$ cat config.mk
export PLATFORM = sky130hd
export DESIGN_NAME = wb_uart_msg_master_flat
export DESIGN_NICKNAME = d
export VERILOG_FILES = /design/src/rtl/wb_uart_msg_master_if.sv /design/src/rtl/wb_uart_msg_master.sv /design/src/flat_wrapper.sv
export SDC_FILE = /design/constraint.sdc
export NUM_CORES = 1
export LEC_CHECK = 0
export ABC_CLOCK_PERIOD_IN_PS = 5100
export CAP_MARGIN = 20
export CORE_ASPECT_RATIO = 0.7
export CORE_MARGIN = 4
export CORE_UTILIZATION = 30
export DETAILED_ROUTE_END_ITERATION = 7
export GPL_TIMING_DRIVEN = 1
export MAX_ROUTING_LAYER = met4
export RECOVER_POWER = 50
export SYNTH_ARGS = -nofsm -noshare
export SYNTH_HDL_FRONTEND = slang
export SYNTH_SLANG_ARGS = --single-unit
export TNS_END_PERCENT = 1
$ cat constraint.sdc
create_clock -name i_clk -period 5.1 [get_ports i_clk]
set_input_delay 1.02 -clock i_clk [delete_from_list [all_inputs] [get_ports i_clk]]
set_output_delay 1.02 -clock i_clk [all_outputs]
set_load 0.1 [all_outputs]
$ cat src/rtl/wb_uart_msg_master_if.sv
// Wishbone bus bundle between the message master and the wbuart slave.
interface wb_uart_msg_master_if;
   logic        o_wb_cyc;
   logic        o_wb_stb;
   logic        o_wb_we;
   logic [3:0]  o_wb_sel;
   logic [1:0]  o_wb_addr;
   logic [31:0] o_wb_data;
   logic        i_wb_ack;
   logic [31:0] i_wb_data;

   modport master (output o_wb_cyc, o_wb_stb, o_wb_we, o_wb_sel, o_wb_addr, o_wb_data,
                   input  i_wb_ack, i_wb_data);
   modport slave  (input  o_wb_cyc, o_wb_stb, o_wb_we, o_wb_sel, o_wb_addr, o_wb_data,
                   output i_wb_ack, i_wb_data);
endinterface

$ cat src/rtl/wb_uart_msg_master.sv
// Wishbone master that programs wbuart once, then sends an N-byte message per start trigger,
// with inter-byte gap, optional continuous repeat and an ack timeout.
module wb_uart_msg_master #(
   parameter int unsigned MSG_LEN     = 10,
   parameter int unsigned BAUD_DIV    = 434,
   parameter int unsigned SETUP_WAIT  = 50000000,
   parameter int unsigned GAP_CYCLES  = 15000,
   parameter int unsigned ACK_TIMEOUT = 1024,
   parameter int unsigned REPEAT      = 0
) (
   input  logic                   i_clk,
   input  logic                   i_rst_n,
   input  logic                   i_start,
   input  logic [8*MSG_LEN-1:0]   i_msg,
   wb_uart_msg_master_if.master   wb,
   output logic                   o_busy,
   output logic                   o_done,
   output logic                   o_err
);
   localparam int unsigned MAX_A = (SETUP_WAIT > GAP_CYCLES) ? SETUP_WAIT : GAP_CYCLES;
   localparam int unsigned MAX_W = (MAX_A > ACK_TIMEOUT) ? MAX_A : ACK_TIMEOUT;
   localparam int CNT_W = $clog2(MAX_W + 1);
   localparam int IDX_W = $clog2(MSG_LEN) + 1;
   localparam logic [CNT_W-1:0] SW_LAST  = CNT_W'(SETUP_WAIT - 1);
   localparam logic [CNT_W-1:0] GAP_LAST = CNT_W'(GAP_CYCLES - 1);
   localparam logic [CNT_W-1:0] TO_LAST  = CNT_W'(ACK_TIMEOUT - 1);
   localparam logic [IDX_W-1:0] IDX_LAST = IDX_W'(MSG_LEN - 1);

   typedef enum logic [2:0] {IDLE, SETUP, SWAIT, LOAD, WRITE, GAP, DONE} state_t;

   state_t               state_q, state_d;
   logic [CNT_W-1:0]     cnt_q, cnt_d;
   logic [IDX_W-1:0]     idx_q, idx_d;
   logic [8*MSG_LEN-1:0] msg_q, msg_d;
   logic                 err_q, err_d, sdone_q, sdone_d;
   logic                 start_q, start_qq;
   logic                 cyc_q, cyc_d, stb_q, stb_d, we_q, we_d;
   logic [3:0]           sel_q, sel_d;
   logic [1:0]           addr_q, addr_d;
   logic [31:0]          data_q, data_d;
   logic                 start_rise;
   logic [7:0]           cur_byte;
   logic                 unused_rdata;

   assign start_rise   = start_q & ~start_qq;
   assign cur_byte     = msg_q[8*int'(idx_q) +: 8];
   assign unused_rdata = ^wb.i_wb_data;

   always_comb begin
      state_d = state_q;
      cnt_d   = cnt_q;
      idx_d   = idx_q;
      msg_d   = msg_q;
      err_d   = err_q;
      sdone_d = sdone_q;
      cyc_d   = cyc_q;
      stb_d   = stb_q;
      we_d    = we_q;
      sel_d   = sel_q;
      addr_d  = addr_q;
      data_d  = data_q;
      unique case (state_q)
         IDLE: if (start_rise) begin
            msg_d = i_msg;
            err_d = 1'b0;
            idx_d = '0;
            cnt_d = '0;
            if (sdone_q) state_d = LOAD;
            else begin
               state_d = SETUP;
               {cyc_d, stb_d, we_d} = 3'b111;
               sel_d  = 4'hF;
               addr_d = 2'b00;
               data_d = 32'(BAUD_DIV);
            end
         end
         SETUP, WRITE: begin
            // ack is checked before the timeout so a last-cycle ack still completes
            if (wb.i_wb_ack) begin
               {cyc_d, stb_d, we_d} = 3'b000;
               sel_d  = 4'h0;
               addr_d = 2'b00;
               data_d = '0;
               cnt_d  = '0;
               if (state_q == SETUP) begin
                  sdone_d = 1'b1;
                  state_d = SWAIT;
               end else if (idx_q == IDX_LAST) state_d = DONE;
               else begin
                  idx_d   = idx_q + IDX_W'(1);
                  state_d = GAP;
               end
            end else if (cnt_q == TO_LAST) begin
               {cyc_d, stb_d, we_d} = 3'b000;
               sel_d   = 4'h0;
               addr_d  = 2'b00;
               data_d  = '0;
               cnt_d   = '0;
               err_d   = 1'b1;
               state_d = IDLE;
            end else cnt_d = cnt_q + CNT_W'(1);
         end
         SWAIT: if (cnt_q == SW_LAST) begin
            cnt_d   = '0;
            state_d = LOAD;
         end else cnt_d = cnt_q + CNT_W'(1);
         LOAD: begin
            {cyc_d, stb_d, we_d} = 3'b111;
            sel_d   = 4'hF;
            addr_d  = 2'b11;
            data_d  = {24'd0, cur_byte};
            cnt_d   = '0;
            state_d = WRITE;
         end
         GAP: if (cnt_q == GAP_LAST) begin
            cnt_d   = '0;
            state_d = LOAD;
         end else cnt_d = cnt_q + CNT_W'(1);
         DONE: begin
            idx_d = '0;
            if (REPEAT != 0 && i_start) begin
               msg_d   = i_msg;
               cnt_d   = '0;
               state_d = GAP;
            end else state_d = IDLE;
         end
         default: state_d = IDLE;
      endcase
   end

   always_ff @(posedge i_clk or negedge i_rst_n) begin
      if (!i_rst_n) begin
         state_q  <= IDLE;
         cnt_q    <= '0;
         idx_q    <= '0;
         msg_q    <= '0;
         err_q    <= 1'b0;
         sdone_q  <= 1'b0;
         start_q  <= 1'b0;
         start_qq <= 1'b0;
         cyc_q    <= 1'b0;
         stb_q    <= 1'b0;
         we_q     <= 1'b0;
         sel_q    <= 4'h0;
         addr_q   <= 2'b00;
         data_q   <= '0;
      end else begin
         state_q  <= state_d;
         cnt_q    <= cnt_d;
         idx_q    <= idx_d;
         msg_q    <= msg_d;
         err_q    <= err_d;
         sdone_q  <= sdone_d;
         start_q  <= i_start;
         start_qq <= start_q;
         cyc_q    <= cyc_d;
         stb_q    <= stb_d;
         we_q     <= we_d;
         sel_q    <= sel_d;
         addr_q   <= addr_d;
         data_q   <= data_d;
      end
   end

   assign wb.o_wb_cyc  = cyc_q;
   assign wb.o_wb_stb  = stb_q;
   assign wb.o_wb_we   = we_q;
   assign wb.o_wb_sel  = sel_q;
   assign wb.o_wb_addr = addr_q;
   assign wb.o_wb_data = data_q;
   assign o_busy       = (state_q != IDLE);
   assign o_done       = (state_q == DONE);
   assign o_err        = err_q;
endmodule
$ cat src/flat_wrapper.sv
// flat-port wrapper written by rule: the top's interface ports become plain ports
module wb_uart_msg_master_flat 
#(
   parameter int unsigned MSG_LEN     = 10,
   parameter int unsigned BAUD_DIV    = 434,
   parameter int unsigned SETUP_WAIT  = 50000000,
   parameter int unsigned GAP_CYCLES  = 15000,
   parameter int unsigned ACK_TIMEOUT = 1024,
   parameter int unsigned REPEAT      = 0
)
  (i_clk, i_rst_n, i_start, i_msg, o_busy, o_done, o_err, wb_o_wb_cyc, wb_o_wb_stb, wb_o_wb_we, wb_o_wb_sel, wb_o_wb_addr, wb_o_wb_data, wb_i_wb_ack, wb_i_wb_data);
  wb_uart_msg_master_if wb_i ();
  input  logic i_clk;
  input  logic i_rst_n;
  input  logic i_start;
  input  logic [8*MSG_LEN-1:0] i_msg;
  output logic o_busy;
  output logic o_done;
  output logic o_err;
  output wire logic [$bits(wb_i.o_wb_cyc)-1:0] wb_o_wb_cyc;
  output wire logic [$bits(wb_i.o_wb_stb)-1:0] wb_o_wb_stb;
  output wire logic [$bits(wb_i.o_wb_we)-1:0] wb_o_wb_we;
  output wire logic [$bits(wb_i.o_wb_sel)-1:0] wb_o_wb_sel;
  output wire logic [$bits(wb_i.o_wb_addr)-1:0] wb_o_wb_addr;
  output wire logic [$bits(wb_i.o_wb_data)-1:0] wb_o_wb_data;
  input wire logic [$bits(wb_i.i_wb_ack)-1:0] wb_i_wb_ack;
  input wire logic [$bits(wb_i.i_wb_data)-1:0] wb_i_wb_data;
  assign wb_o_wb_cyc = wb_i.o_wb_cyc;
  assign wb_o_wb_stb = wb_i.o_wb_stb;
  assign wb_o_wb_we = wb_i.o_wb_we;
  assign wb_o_wb_sel = wb_i.o_wb_sel;
  assign wb_o_wb_addr = wb_i.o_wb_addr;
  assign wb_o_wb_data = wb_i.o_wb_data;
  assign wb_i.i_wb_ack = wb_i_wb_ack;
  assign wb_i.i_wb_data = wb_i_wb_data;
  wb_uart_msg_master #(.MSG_LEN(MSG_LEN), .BAUD_DIV(BAUD_DIV), .SETUP_WAIT(SETUP_WAIT), .GAP_CYCLES(GAP_CYCLES), .ACK_TIMEOUT(ACK_TIMEOUT), .REPEAT(REPEAT)) u_core (.i_clk(i_clk), .i_rst_n(i_rst_n), .i_start(i_start), .i_msg(i_msg), .wb(wb_i), .o_busy(o_busy), .o_done(o_done), .o_err(o_err));
endmodule
* Word level (Yosys, flattened, before mapping)
Index checks and enable logic that the tools add are counted. W data, S select, Z words.
Word-level totals: input port bits 116, bits in registers 157, word-level logic and storage cells 95
Operators by class: reduce and logical (&&, ||, !) cells 14, bitwise operators 2, add/sub/neg operators 2, muxes and demuxes 44, shifts and indexed selects 1, equal/unequal tests 20
Operators by type and width (number):
- $mux W26 | 5
- $pmux W26 S5 | 1
- $mux W32 | 4
- $pmux W32 S3 | 1
- $shiftx A80 B9 Y8 | 1
- $add A26 B1 Y26 const B | 1
- $eq A26 B10 Y1 const B | 1
- $eq A26 B14 Y1 const B | 1
- $eq A26 B26 Y1 const B | 1
- $mux W5 | 4
- $mux W3 | 6
- $mux W4 | 4
- $pmux W3 S5 | 1
- $pmux W5 S3 | 1
- $mux W2 | 6
- $pmux W4 S3 | 1
- $reduce_and A4 Y1 | 3
- $ne A2 B2 Y1 const B | 5
- $eq A3 B3 Y1 const B | 3
- $reduce_bool A3 Y1 | 3
- $ne A2 B1 Y1 const B | 4
- $mux W1 | 7
- $eq A3 B2 Y1 const B | 2
- $pmux W2 S3 | 1
- 15 further kinds | 16

* Depth between registers and ports, before layout
word-level depth 5, depth in mapped cells 10, mapped depth without buffers 8

* Worst setup path after synthesis
No wires, ideal clock.
path kind register to output, start reg u_core.state_q[0], end out o_done, stages on the path, launching flop included 4, data arrival time 2.851 ns, data required time 4.080 ns, buffers on the path 2, path slack 1.229 ns, cell sequence dfrtp_1 -> clkbuf_2 -> buf_4 -> nor3b_1
Between the ends: word-level cells in the longest chain between the ends 1
Ends and longest elaborated chain:
- start, declared | RTL line wb_uart_msg_master.sv:31 | state_t state_q, state_d;
- start signal, assigned | RTL line wb_uart_msg_master.sv:148 | state_q <= state_d;
- $eq A3 B3 Y1 | RTL line wb_uart_msg_master.sv:172 | assign o_done = (state_q == DONE);
- end, declared | RTL line flat_wrapper.sv:18 | output logic o_done;
No other way between the ends.

* Worst setup path after layout
start reg u_core.state_q[0], end out o_busy
Between the ends: word-level cells in the longest chain between the ends 1
Ends and longest elaborated chain:
- $reduce_bool A3 Y1 | RTL line wb_uart_msg_master.sv:171 | assign o_busy = (state_q != IDLE);
- end, declared | RTL line flat_wrapper.sv:17 | output logic o_busy;
No other way between the ends.

==> impl_metrics.toml <==
[place]
portBuffers = 104
gp_congestion = 0.797
dpl_worst_slack_ns = 1.76
hpwl_um = 10800

[worst_setup_path]
cp_data_arrival_time_ns = 2.83
crit_chain = "nor3_1, inv_1, clkdlybuf4s50_1"
worst-path-max-fanout = 16
crit_start = "u_core.state_q[0]$_DFFE_PN0P_"
criticalPathCategory = "reg -> out"
cp-start-kind = "register"
crit_buf_inv = 2
worstReg2RegStart = "u_core.state_q[0]$_DFFE_PN0P_"
max_stage_delay_ns = 1.01
slowest_stage = "clkdlybuf4s50_1"
crit_path_end_kind = "output port"
crit_family = "buffers and inverters"
crit_required_ns = 4.08

[clock_tree]
clock_sinks = 129
path_clk_slew_ns = 0.06
clkLatencyLatePin_ns = 0.42
postCtsHoldBufs = 0
clockBufferDepth = 2
cts-root-buf = "clkbuf_16"
h-tree-depth = 4
cts_setup_buffers = 0
cts_made_buffers = 17
cts_tree = "built"
cts.repair.resized = 0

[outcome]
status = "complete, no violations"

[timing]
fin_setup_tns_ns = 0
min_period_over_period_pct = 75.5
fin_ws_ns = 1.25
tightest_slew_ns = 1.27
rsz0062_at_grt = "false"
relSlewSlack_pct = 14.7
fin_skew_ns = 0.0133
finalSetupViolations = 0
max_freq_mhz = 260
fin_crit_ns = 3.85
slew_viol_final = 0
hold_viol = 0

[die]
fp.dieW_um = 183
ios = 160
dieArea_um2 = 23800
start_util_pct = 30.7
coreArea_um2 = 20900
fp-row-count = 44
fp.dieH_um = 130

[worst_hold_path]
min_path_type = "reg -> reg"
hp-start = "u_core.start_q$_DFF_PN0_"

[cells_and_area]
final.fill_count = 1977
final_common_cell = "dfrtp_1"
seqCellArea_um2 = 3230
final_cell_mix = "dfrtp_1, clkdlybuf4s50_1, mux2_2, nor2_1"
nets = 729
syn_to_final_growth_pct = 26.6
multi_input_area_um2 = 2860
diodes = 0
drive_gt1_share_pct = 25.2

[grt]
grtUsageMet2_pct = 20.6
antenna_found_initial = 0
grt_pass1_wl_um = 24600
grt_max_degree = 82
busiest_layer = "met2"
grtUsageTotal_pct = 13.7
groute.layer.met3.usage_pct = 3.04
grt_pass1_vias = 4541
gr-usage-met1_pct = 18.7
overflow = 0

[power]
p_sw_mw = 1.92
cellLeakagePower_nw = 3.34
total_power_mw = 4.98
pwr-share-clk_pct = 24.4
p_int_mw = 3.06
peakVddDrop_mv = 0.590
power_frac_comb_pct = 40.7
p_seq_share_pct = 34.9
p_per_area_nw_per_um2 = 613
sw_frac_of_total_pct = 38.6

[synth]
synth_top_area_share_pct = 50.3
synth_edf_count = 0
yosysWarnings = 0
synth.distinct_cells = 66
ys_async_sr_fraction_pct = 100
netlist_instances = 520
yosysSeqAreaShare_pct = 50.3
synth_area_per_cell_um2 = 12.3
netlist_top_cells_area = "dfrtp_1, mux2_2, mux4_2, buf_4, nor2_1"
ys_ff_latch = 129
synth_flop_cell = "dfrtp_1"
yosys.area.top_type = "dfrtp_1"
synthesis.area_um2 = 6410

[routing]
drtIter0Drc = 210
routedWlPerCell_um = 17.1
antenna_left = 0
vias = 4310
viasPerCell = 4.80
firstDrtPassIters = 5
routed_wl_um = 15400
drc = 0

[job]
cap_violations = 0
registers in the layout, summed over array words and instances (netlist names):
| signal | flops |
|---|---|
| u_core.idx_q | 5 |
| u_core.cnt_q | 26 |
| u_core.wb.o_wb_addr | 1 |
| u_core.wb.o_wb_sel | 1 |
| u_core.state_q | 3 |
| u_core.o_err | 1 |
| u_core.start_qq | 1 |
| u_core.start_q | 1 |
| u_core.sdone_q | 1 |
| u_core.wb.o_wb_data | 9 |
| u_core.msg_q | 80 |
power by group through the flow:
| stage | registers (mW) | clock network (mW) | logic [mW] |
|---|---|---|---|
| floorplan | 1.77 | 0 | 1.57 |
| global placement | 1.72 | 0 | 1.99 |
| detailed placement | 1.75 | 0 | 2.04 |
| CTS | 1.74 | 1.24 | 2.04 |
| global route | 1.79 | 1.30 | 2.17 |
| finish | 1.74 | 1.22 | 2.03 |
layer usage:
metal  wire length [um]  share of wire, %
met1               7430                48
met2               6910                45
met3                817               5.3
met4                197               1.3
met5                  0                 0
metrics by stage:
| step | instance area, um^2 | utilization [%] | cells | hold WS (ns) |
|---|---|---|---|---|
| 5_1_grt | 8120 | 38.9 | 898 | 0.435 |
| 3_3_place_gp | 7520 | 36.0 | 865 | 0.380 |
| 2_1_floorplan | 6500 | - | 542 | 0.368 |
| 6_report | 8120 | 38.9 | 898 | 0.401 |
| 4_1_cts | 8100 | 38.8 | 896 | 0.408 |
| 3_5_place_dp | 7520 | 36.0 | 865 | 0.401 |
final timing paths:
check | endpoint | slack, ns | cells after the start
worst max-delay path | o_busy | 1.25 | 3
worst min-delay path | u_core.start_qq$_DFF_PN0_ | 0.40 | 0
worst max register to register | u_core.state_q[1]$_DFFE_PN0P_ | 1.63 | 5
worst min register to register | u_core.start_qq$_DFF_PN0_ | 0.40 | 0
max in group asynchronous | u_core.msg_q[66]$_DFFE_PN0P_ | 3.09 | 3
min in group asynchronous | u_core.msg_q[48]$_DFFE_PN0P_ | 0.56 | 1
worst reg2reg max path: stages, from the launching register on:
cell     delay [ns]
dfrtp_1        0.56
nor3_1         0.64
inv_1          0.19
o21ai_0        1.03
nor2_2         0.42
a311o_2        0.50
cell type report:
cell class              instances  share of cell area [%]
repair buffers                107                    13.2
clock buffers                  23                    5.89
flip-flops and latches        129                    39.8
clock inverters                 8                    1.28
inverters                       7                   0.324
multi-input cells             348                    35.3
well taps                     276                    4.25
cell families after synthesis:
group | after synthesis | synth area share [%]
xor+xnor | 22 | 3.00
fa+ha+maj | 3 | 0.585
flops | 129 | 50.3
compound gates | 61 | 7.31
other cells | 1 | 0.0585
mux | 104 | 21.1
buf+inv | 65 | 6.32
simple gates | 135 | 11.3
synth_stat cells (3+ instances only):
cell      count
dfrtp_1     129
mux2_2       88
nor2_1       47
buf_4        34
nand2_1      24
clkbuf_1     16
mux4_2       16
xor2_1       15
nand3_1      11
a31o_2        9
o21ai_0       9
a22oi_1       8
nand4_1       8
a21oi_1       7
xnor2_1       7
a22o_1        6
inv_1         6
nor3_1        6
a221o_1       4
and3_1        4
buf_6         4
a31oi_1       3
ha_1          3
nand2b_1      3
nand4b_1      3
nor2b_1       3
or3_1         3
No activity file was read; power rests on OpenSTA's default activity.
